<file path="src/rtl/julia_pkg.sv">
// ---------------------------------------------------------------------------
// julia_pkg
// Shared constants and types for the Julia pixel sequencer slice.
//   WIDTH / FRACTIONAL / INTEGRAL : Q10.10 fixed-point word layout
//   TAG_W                         : opaque pixel tag width
//   ESCAPE_THRESH                 : |z|^2 escape threshold (4.0 in Q10.10)
//   seq_state_t                   : sequencer FSM states
// ---------------------------------------------------------------------------
package julia_pkg;
   localparam int FRACTIONAL = 10;
   localparam int INTEGRAL   = 10;
   localparam int WIDTH      = FRACTIONAL + INTEGRAL;
   localparam int TAG_W      = 16;

   localparam logic signed [WIDTH-1:0] ESCAPE_THRESH = WIDTH'(4 << FRACTIONAL);

   typedef enum logic [1:0] {
      IDLE = 2'd0,
      ITER = 2'd1,
      DONE = 2'd2
   } seq_state_t;
endpackage

</file>
<file path="src/rtl/julia_pixel_sequencer_if.sv">
// ---------------------------------------------------------------------------
// julia_pixel_sequencer_if
// Job and result handshake bundle for julia_pixel_sequencer.
//   Job side    : pixel_valid/pixel_ready, z0_real_in, z0_imag_in,
//                 c_real_in, c_imag_in, cfg_max_iter, pixel_tag_in
//   Result side : result_valid/result_ready, result_iter, result_escaped,
//                 result_tag
// Modports:
//   master : job source and result sink (coordinate generator / colour mapper)
//   slave  : the sequencer
// ---------------------------------------------------------------------------
interface julia_pixel_sequencer_if
   import julia_pkg::*;
#(
   parameter int WIDTH = julia_pkg::WIDTH,
   parameter int TAG_W = julia_pkg::TAG_W
);
   logic                    pixel_valid;
   logic                    pixel_ready;
   logic signed [WIDTH-1:0] z0_real_in;
   logic signed [WIDTH-1:0] z0_imag_in;
   logic signed [WIDTH-1:0] c_real_in;
   logic signed [WIDTH-1:0] c_imag_in;
   logic [7:0]              cfg_max_iter;
   logic [TAG_W-1:0]        pixel_tag_in;

   logic                    result_valid;
   logic                    result_ready;
   logic [7:0]              result_iter;
   logic                    result_escaped;
   logic [TAG_W-1:0]        result_tag;

   modport master (
      output pixel_valid, z0_real_in, z0_imag_in, c_real_in, c_imag_in,
             cfg_max_iter, pixel_tag_in, result_ready,
      input  pixel_ready, result_valid, result_iter, result_escaped, result_tag
   );

   modport slave (
      input  pixel_valid, z0_real_in, z0_imag_in, c_real_in, c_imag_in,
             cfg_max_iter, pixel_tag_in, result_ready,
      output pixel_ready, result_valid, result_iter, result_escaped, result_tag
   );
endinterface

</file>
<file path="src/rtl/z_calculator.sv">
// ---------------------------------------------------------------------------
// z_calculator
// Combinational Julia datapath: z_out = z^2 + c, plus |z_out|^2.
// All values signed fixed point with FRACTIONAL fraction bits; products are
// formed at double width, arithmetic-shifted back and truncated to WIDTH,
// so out-of-range results wrap.
//   z_real_in/z_imag_in   : current z
//   c_real_in/c_imag_in   : constant c
//   iteration_in          : pass-through counter input
//   z_real_out/z_imag_out : next z
//   size_squared_out      : |z_out|^2 (may wrap negative on overflow)
//   iteration_out         : iteration_in + 1
// ---------------------------------------------------------------------------
module z_calculator
   import julia_pkg::*;
#(
   parameter int WIDTH      = julia_pkg::WIDTH,
   parameter int FRACTIONAL = julia_pkg::FRACTIONAL
) (
   input  logic signed [WIDTH-1:0] z_real_in,
   input  logic signed [WIDTH-1:0] z_imag_in,
   input  logic signed [WIDTH-1:0] c_real_in,
   input  logic signed [WIDTH-1:0] c_imag_in,
   input  logic [7:0]              iteration_in,
   output logic signed [WIDTH-1:0] z_real_out,
   output logic signed [WIDTH-1:0] z_imag_out,
   output logic signed [WIDTH-1:0] size_squared_out,
   output logic [7:0]              iteration_out
);
   localparam int W2 = 2 * WIDTH;

   logic signed [W2-1:0] zr_x, zi_x, nr_x, ni_x;
   logic signed [W2-1:0] rr, ii, ri, nrr, nii;
   logic signed [W2-1:0] re_full, im_full, sz_full;

   assign zr_x = W2'(z_real_in);
   assign zi_x = W2'(z_imag_in);

   assign rr = zr_x * zr_x;
   assign ii = zi_x * zi_x;
   assign ri = zr_x * zi_x;

   assign re_full = (rr - ii) >>> FRACTIONAL;
   assign im_full = (ri <<< 1) >>> FRACTIONAL;

   assign z_real_out = re_full[WIDTH-1:0] + c_real_in;
   assign z_imag_out = im_full[WIDTH-1:0] + c_imag_in;

   assign nr_x    = W2'(z_real_out);
   assign ni_x    = W2'(z_imag_out);
   assign nrr     = nr_x * nr_x;
   assign nii     = ni_x * ni_x;
   assign sz_full = (nrr + nii) >>> FRACTIONAL;

   assign size_squared_out = sz_full[WIDTH-1:0];
   assign iteration_out    = iteration_in + 8'd1;
endmodule

</file>
<file path="src/rtl/julia_pixel_sequencer.sv">
// ---------------------------------------------------------------------------
// julia_pixel_sequencer
// Per-pixel iteration controller around z_calculator. Accepts one job,
// iterates z <- z^2 + c once per clock until |z|^2 exceeds 4.0 (or wraps
// negative) or the budget is spent, then presents the iteration count.
//   clk, rst : clock, synchronous active-high reset
//   bus      : julia_pixel_sequencer_if.slave (job in, result out)
//   abort    : only with JULIA_ABORT_EN defined; drops the job in ITER/DONE
// Optional feature macro: JULIA_ABORT_EN
// ---------------------------------------------------------------------------
module julia_pixel_sequencer
   import julia_pkg::*;
#(
   parameter int WIDTH      = julia_pkg::WIDTH,
   parameter int FRACTIONAL = julia_pkg::FRACTIONAL,
   parameter int TAG_W      = julia_pkg::TAG_W
) (
   input  logic clk,
   input  logic rst,
`ifdef JULIA_ABORT_EN
   input  logic abort,
`endif
   julia_pixel_sequencer_if.slave bus
);
   seq_state_t              state_q;
   logic signed [WIDTH-1:0] z_re_q, z_im_q, c_re_q, c_im_q;
   logic [7:0]              budget_q;
   logic [7:0]              iter_q;
   logic                    pixel_ready_q;
   logic                    result_valid_q;
   logic [7:0]              result_iter_q;
   logic                    result_escaped_q;
   logic [TAG_W-1:0]        result_tag_q;

   logic signed [WIDTH-1:0] z_re_d, z_im_d, size_sq_d;
   logic [7:0]              dp_iter_unused;
   logic [7:0]              iter_inc;
   logic                    escape;

   z_calculator #(
      .WIDTH      (WIDTH),
      .FRACTIONAL (FRACTIONAL)
   ) u_zcalc (
      .z_real_in        (z_re_q),
      .z_imag_in        (z_im_q),
      .c_real_in        (c_re_q),
      .c_imag_in        (c_im_q),
      .iteration_in     (iter_q),
      .z_real_out       (z_re_d),
      .z_imag_out       (z_im_d),
      .size_squared_out (size_sq_d),
      .iteration_out    (dp_iter_unused)
   );

   assign iter_inc = iter_q + 8'd1;
   // A negative |z|^2 can only come from wrap-around, so it counts as escape.
   assign escape   = (size_sq_d > ESCAPE_THRESH) || size_sq_d[WIDTH-1];

   always_ff @(posedge clk) begin
      if (rst) begin
         state_q          <= IDLE;
         z_re_q           <= '0;
         z_im_q           <= '0;
         c_re_q           <= '0;
         c_im_q           <= '0;
         budget_q         <= '0;
         iter_q           <= '0;
         pixel_ready_q    <= 1'b1;
         result_valid_q   <= 1'b0;
         result_iter_q    <= '0;
         result_escaped_q <= 1'b0;
         result_tag_q     <= '0;
      end else begin
         case (state_q)
            IDLE: begin
               if (bus.pixel_valid) begin
                  z_re_q        <= bus.z0_real_in;
                  z_im_q        <= bus.z0_imag_in;
                  c_re_q        <= bus.c_real_in;
                  c_im_q        <= bus.c_imag_in;
                  // A zero budget still runs one iteration.
                  budget_q      <= (bus.cfg_max_iter == 8'd0) ? 8'd1 : bus.cfg_max_iter;
                  result_tag_q  <= bus.pixel_tag_in;
                  iter_q        <= '0;
                  pixel_ready_q <= 1'b0;
                  state_q       <= ITER;
               end
            end
            ITER: begin
`ifdef JULIA_ABORT_EN
               if (abort) begin
                  pixel_ready_q <= 1'b1;
                  state_q       <= IDLE;
               end else
`endif
               begin
                  z_re_q <= z_re_d;
                  z_im_q <= z_im_d;
                  iter_q <= iter_inc;
                  if (escape) begin
                     result_valid_q   <= 1'b1;
                     result_escaped_q <= 1'b1;
                     result_iter_q    <= iter_inc;
                     state_q          <= DONE;
                  end else if (iter_inc == budget_q) begin
                     result_valid_q   <= 1'b1;
                     result_escaped_q <= 1'b0;
                     result_iter_q    <= budget_q;
                     state_q          <= DONE;
                  end
               end
            end
            DONE: begin
`ifdef JULIA_ABORT_EN
               if (abort) begin
                  result_valid_q <= 1'b0;
                  pixel_ready_q  <= 1'b1;
                  state_q        <= IDLE;
               end else
`endif
               if (bus.result_ready) begin
                  result_valid_q <= 1'b0;
                  pixel_ready_q  <= 1'b1;
                  state_q        <= IDLE;
               end
            end
            default: begin
               result_valid_q <= 1'b0;
               pixel_ready_q  <= 1'b1;
               state_q        <= IDLE;
            end
         endcase
      end
   end

   assign bus.pixel_ready    = pixel_ready_q;
   assign bus.result_valid   = result_valid_q;
   assign bus.result_iter    = result_iter_q;
   assign bus.result_escaped = result_escaped_q;
   assign bus.result_tag     = result_tag_q;
endmodule

</file>
<file path="src/flat_wrapper.sv">
// flat-port wrapper written by rule: the top's interface ports become plain ports
module julia_pixel_sequencer_flat import julia_pkg::*;
#(
   parameter int WIDTH      = julia_pkg::WIDTH,
   parameter int FRACTIONAL = julia_pkg::FRACTIONAL,
   parameter int TAG_W      = julia_pkg::TAG_W
)
  (clk, rst, bus_pixel_valid, bus_z0_real_in, bus_z0_imag_in, bus_c_real_in, bus_c_imag_in, bus_cfg_max_iter, bus_pixel_tag_in, bus_result_ready, bus_pixel_ready, bus_result_valid, bus_result_iter, bus_result_escaped, bus_result_tag);
  julia_pixel_sequencer_if #(.WIDTH(WIDTH), .TAG_W(TAG_W)) bus_i ();
  input  logic clk;
  input  logic rst;
  input wire logic [$bits(bus_i.pixel_valid)-1:0] bus_pixel_valid;
  input wire logic [$bits(bus_i.z0_real_in)-1:0] bus_z0_real_in;
  input wire logic [$bits(bus_i.z0_imag_in)-1:0] bus_z0_imag_in;
  input wire logic [$bits(bus_i.c_real_in)-1:0] bus_c_real_in;
  input wire logic [$bits(bus_i.c_imag_in)-1:0] bus_c_imag_in;
  input wire logic [$bits(bus_i.cfg_max_iter)-1:0] bus_cfg_max_iter;
  input wire logic [$bits(bus_i.pixel_tag_in)-1:0] bus_pixel_tag_in;
  input wire logic [$bits(bus_i.result_ready)-1:0] bus_result_ready;
  output wire logic [$bits(bus_i.pixel_ready)-1:0] bus_pixel_ready;
  output wire logic [$bits(bus_i.result_valid)-1:0] bus_result_valid;
  output wire logic [$bits(bus_i.result_iter)-1:0] bus_result_iter;
  output wire logic [$bits(bus_i.result_escaped)-1:0] bus_result_escaped;
  output wire logic [$bits(bus_i.result_tag)-1:0] bus_result_tag;
  assign bus_i.pixel_valid = bus_pixel_valid;
  assign bus_i.z0_real_in = bus_z0_real_in;
  assign bus_i.z0_imag_in = bus_z0_imag_in;
  assign bus_i.c_real_in = bus_c_real_in;
  assign bus_i.c_imag_in = bus_c_imag_in;
  assign bus_i.cfg_max_iter = bus_cfg_max_iter;
  assign bus_i.pixel_tag_in = bus_pixel_tag_in;
  assign bus_i.result_ready = bus_result_ready;
  assign bus_pixel_ready = bus_i.pixel_ready;
  assign bus_result_valid = bus_i.result_valid;
  assign bus_result_iter = bus_i.result_iter;
  assign bus_result_escaped = bus_i.result_escaped;
  assign bus_result_tag = bus_i.result_tag;
  julia_pixel_sequencer #(.WIDTH(WIDTH), .FRACTIONAL(FRACTIONAL), .TAG_W(TAG_W)) u_core (.clk(clk), .rst(rst), .bus(bus_i));
endmodule
</file>
<file path="config.mk">
export PLATFORM = sky130hd
export DESIGN_NAME = julia_pixel_sequencer_flat
export DESIGN_NICKNAME = d
export VERILOG_FILES = /design/src/rtl/julia_pkg.sv /design/src/rtl/julia_pixel_sequencer_if.sv /design/src/rtl/z_calculator.sv /design/src/rtl/julia_pixel_sequencer.sv /design/src/flat_wrapper.sv
export SDC_FILE = /design/constraint.sdc
export NUM_CORES = 2
export LEC_CHECK = 0
export CAP_MARGIN = 30
export CORE_UTILIZATION = 45
export CTS_CLUSTER_DIAMETER = 80
export DETAILED_ROUTE_END_ITERATION = 12
export PLACE_DENSITY = 0.57
export SLEW_MARGIN = 25
export SYNTH_ARGS = -nofsm -noshare
export SYNTH_HDL_FRONTEND = slang
export SYNTH_SLANG_ARGS = --single-unit
</file>
<file path="constraint.sdc">
create_clock -name clk -period 50.7 [get_ports clk]
set_input_delay 10.14 -clock clk [delete_from_list [all_inputs] [get_ports clk]]
set_output_delay 10.14 -clock clk [all_outputs]
set_load 0.02 [all_outputs]
</file>
==> impl_results.md <==
* Maximum clock rate at 53.59 MHz
* Clock Pin Slew Worst Setup and Hold Paths at 70 ps
* Drt drc at 0
* Maximum fanout along the worst path at 24
* CTS buffer count at 17
* Required time reported for the critical path endpoint at 51070 ps
* Height of the die at 361.0 µm
* Arrival time of the worst setup path at 19020 ps
* Unrepaired setup endpoints after global routing: false
* Mean cell area of the mapped netlist at 9.167 µm²
* FF-to-FF Start: u_core.z_re_q[3]
* Share of the cycle needed by the critical path after routing at 36.80%
* Final setup violation count at 0
* # hold bufs at CTS at 0
* Vias per Instance at 5.031
* Delay of the slowest cell on the worst path at 900 ps
* Peak-usage layer in the global routing report: met2
* Share of post-route cells with drive strength above 1 at 2.914%
* Setup Skew at 21.10 ps
* Top-level I/O count at 135
* Final hold violation count at 0
* Synthesized area at 57980 µm²
* Number of routed nets with antenna violations at 0
* GRT met3 Usage at 3.255%
* Filler cell count in the final layout at 12204
* Number of placed cells counting well taps at 7978
* Total number of nets in the final design at 8434
* Post-CTS Setup Bufs at 0
* Cts repair resizes at 0
* Final Hold Slack at 457.3 ps
* Cell with the largest stage delay on the worst path: dfxtp_1
* DIE AREA at 130300 µm²
* End of the worst register-to-register path: u_core.bus.result_iter[2]
* Prevailing post-synth register cell: dfxtp_1
* Area added between synthesis and finish at 6.780%
* Detailed-router iteration count before antenna repair at 5
* Number of different library cells in the post-synthesis netlist at 72
* Run status: complete, no violations
* GR met2 Demand/Resource at 44.11%
* Total global routing track utilization at 25.79%
* Global route total overflow at 0
* Storage cell area at 2514 µm²
* Logic depth of the worst register-to-register path at 64
* Wirelength, routed at 159100 µm
* Sequential element share of the synthesized area at 4.316%
* Average wire per standard cell at 19.85 µm
* Async set-or-reset flop fraction in the synthesized netlist at 0%
* Tmin final at 18660 ps
* Initial Util at 45.41%
* Number of maximum-capacitance violations at 0
* Iteration-0 DRC Markers at 2152
* CTS sink cnt at 125
* Kind of capture point of the worst setup path: register
* Mapped Cells at 6325
* CTS HTree Levels at 4
* Setup tns final at 0 ps
* Relative slew slack at 25.96%
* Global-route wire length before repair at 254700 µm
* Minimum setup slack among reg-to-reg paths at 32040 ps
* Clock tree from TritonCTS: done
* Hold Crit Depth at 2
* Slew at the pin closest to its max-slew limit at 1103 ps
* Startpoint of the most critical hold path: u_core.bus.result_tag[13]
* Clock latency reported for the late side of the worst-skew pair at 470 ps
* Die outline width at 361.0 µm
* Core utilization of the finished layout at 48.49%
* Number of flops mapped to enable cells by yosys at 0
* Number of pins with negative max-slew slack in the final report at 0
* Number of I/O port buffers at 134
* Number of buffers on the longest clock path at 2
* Root Driver: clkbuf_16
* Most frequent cells in the layout: inv_1 (1881), fa_1 (1515), nand2_1 (679), ha_1 (475), nor2_1 (330)
* Setup Crit Path Kind: reg2reg
* Number of rows created at floorplan at 131
* Detailed-route via count at 40306
* Met1 routing resource usage after global routing at 35.26%
* Number of global-route vias before repair at 44438
* Initial antenna violation count at 5
* Warnings, synthesis at 0
* Kind of launch point of the worst setup path: register
* Footprint of the multi-input gates at 47600 µm²
* Post-route non-filler standard cell count at 8012
* Pin count of the biggest net entering global routing at 88
* Commonest non-fill, non-tap cell in the layout: inv_1
* Floorplan Core Area at 127700 µm²
* Hold EP: u_core.bus.result_tag[13]
* Type of the tightest min-delay check: reg2reg
* Post-DP HPWL at 131200 µm
* Post-synthesis register bit count at 125
* Syn nets at 8423
* Crit-path most repeated cell: fa_1
* Final weighted congestion of routability-driven global placement at 0.9018
## metal layers
metal,wire length (µm),vias up,share of wire (%)
met5,44,-,0.028
met4,3377,6,2.1
met3,9144,135,5.7
met2,78210,1014,49
met1,68300,21082,43
li1,-,18069,-
## logic make-up (layout without fill, tap and decap cells)
family | Yosys count | after routing | share of synthesized area (%)
adder cells (fa/ha/maj) | 1990 | 1990 | 62.56
other | 0 | 1 | 0
AND/OR/NAND/NOR | 1476 | 1476 | 11.55
AO/OA/AOI/OAI | 377 | 377 | 4.128
flip-flops | 125 | 125 | 4.316
multiplexers | 14 | 14 | 0.2611
XOR/XNOR | 220 | 220 | 3.394
buffers and inverters | 2123 | 2147 | 13.80
## worst max path at each step
stage | start | end | slack [ps] | cells after the start
2_1_floorplan | u_core.z_re_q[4] | u_core.bus.result_iter[6] | 34200 | 65
5_1_grt | u_core.z_re_q[3] | u_core.bus.result_iter[6] | 31200 | 63
3_5_place_dp | u_core.z_re_q[3] | u_core.bus.result_iter[6] | 32270 | 64
3_3_place_gp | u_core.z_re_q[3] | u_core.bus.result_iter[6] | 32460 | 64
4_1_cts | u_core.z_re_q[3] | u_core.bus.result_iter[6] | 32230 | 64
6_report | u_core.z_re_q[3] | u_core.bus.result_iter[2] | 32040 | 64
## worst max-delay path: cells and delay by family (launching register included)
| kind | cells | cell delay [ps] |
|---|---|---|
| fa+ha+maj | 19 | 9010 |
| compound gates | 17 | 3880 |
| simple gates | 10 | 2600 |
| buf+inv | 15 | 1290 |
| flops | 1 | 900 |
| xor+xnor | 2 | 500 |
| mux | 1 | 340 |
## cell type report
cell class                      count  area share (%)
Clock buffer                       17          0.6871
Tap cell                         1662           3.359
Clock inverter                     15          0.2748
Sequential cell                   125           4.060
Timing Repair Buffer              222           3.262
Multi-Input combinational cell   4077           76.88
Antenna cell                        1        0.004042
Inverter                         1893           11.48
## metrics by stage
stage / setup slack, ps / cell area [µm²]
global route: 31200 / 61910
detailed placement: 32270 / 61290
CTS: 32230 / 61890
finish: 32040 / 61920
global placement: 32460 / 61260
floorplan: 34200 / 57980
## state kept, by name, summed over array words and instances (netlist names)
signal	cells
u_core.c_im_q	20
u_core.c_re_q	20
u_core.z_im_q	20
u_core.z_re_q	20
u_core.bus.result_tag	16
u_core.budget_q	8
u_core.bus.result_iter	8
u_core.iter_q	8
u_core.state_q	2
u_core.bus.pixel_ready	1
u_core.bus.result_escaped	1
u_core.bus.result_valid	1
## cell usage after synthesis (5+ instances only)
| cell type | count | share of area [%] |
|---|---|---|
| inv_1 | 1881 | 12 |
| fa_1 | 1515 | 52 |
| xnor2_1 | 162 | 2.4 |
| or3_1 | 5 | 0.054 |
| or4_1 | 6 | 0.078 |
| and2_1 | 303 | 3.3 |
| a221oi_1 | 11 | 0.17 |
| and3_1 | 8 | 0.086 |
| dfxtp_1 | 125 | 4.3 |
| a21boi_0 | 9 | 0.12 |
| ha_1 | 475 | 10 |
| buf_1 | 7 | 0.045 |
| nor3_1 | 23 | 0.20 |
| nor2b_1 | 30 | 0.32 |
| o21a_1 | 19 | 0.25 |
| a31oi_1 | 11 | 0.12 |
| clkinv_1 | 9 | 0.058 |
| mux2i_1 | 5 | 0.086 |
| nand3_1 | 19 | 0.16 |
| or2_2 | 18 | 0.19 |
| clkbuf_1 | 219 | 1.4 |
| nand2b_1 | 31 | 0.33 |
| a21oi_1 | 164 | 1.4 |
| a21o_1 | 40 | 0.52 |
| o21ai_0 | 43 | 0.37 |
| nor2_1 | 333 | 2.2 |
| a22oi_1 | 38 | 0.49 |
| mux2_2 | 7 | 0.14 |
| nand2_1 | 679 | 4.4 |
| xor2_1 | 55 | 0.83 |
| a211oi_1 | 5 | 0.065 |
Power is not shown: default switching activity piles up to over one toggle a cycle in this logic, so the estimate is an artifact.
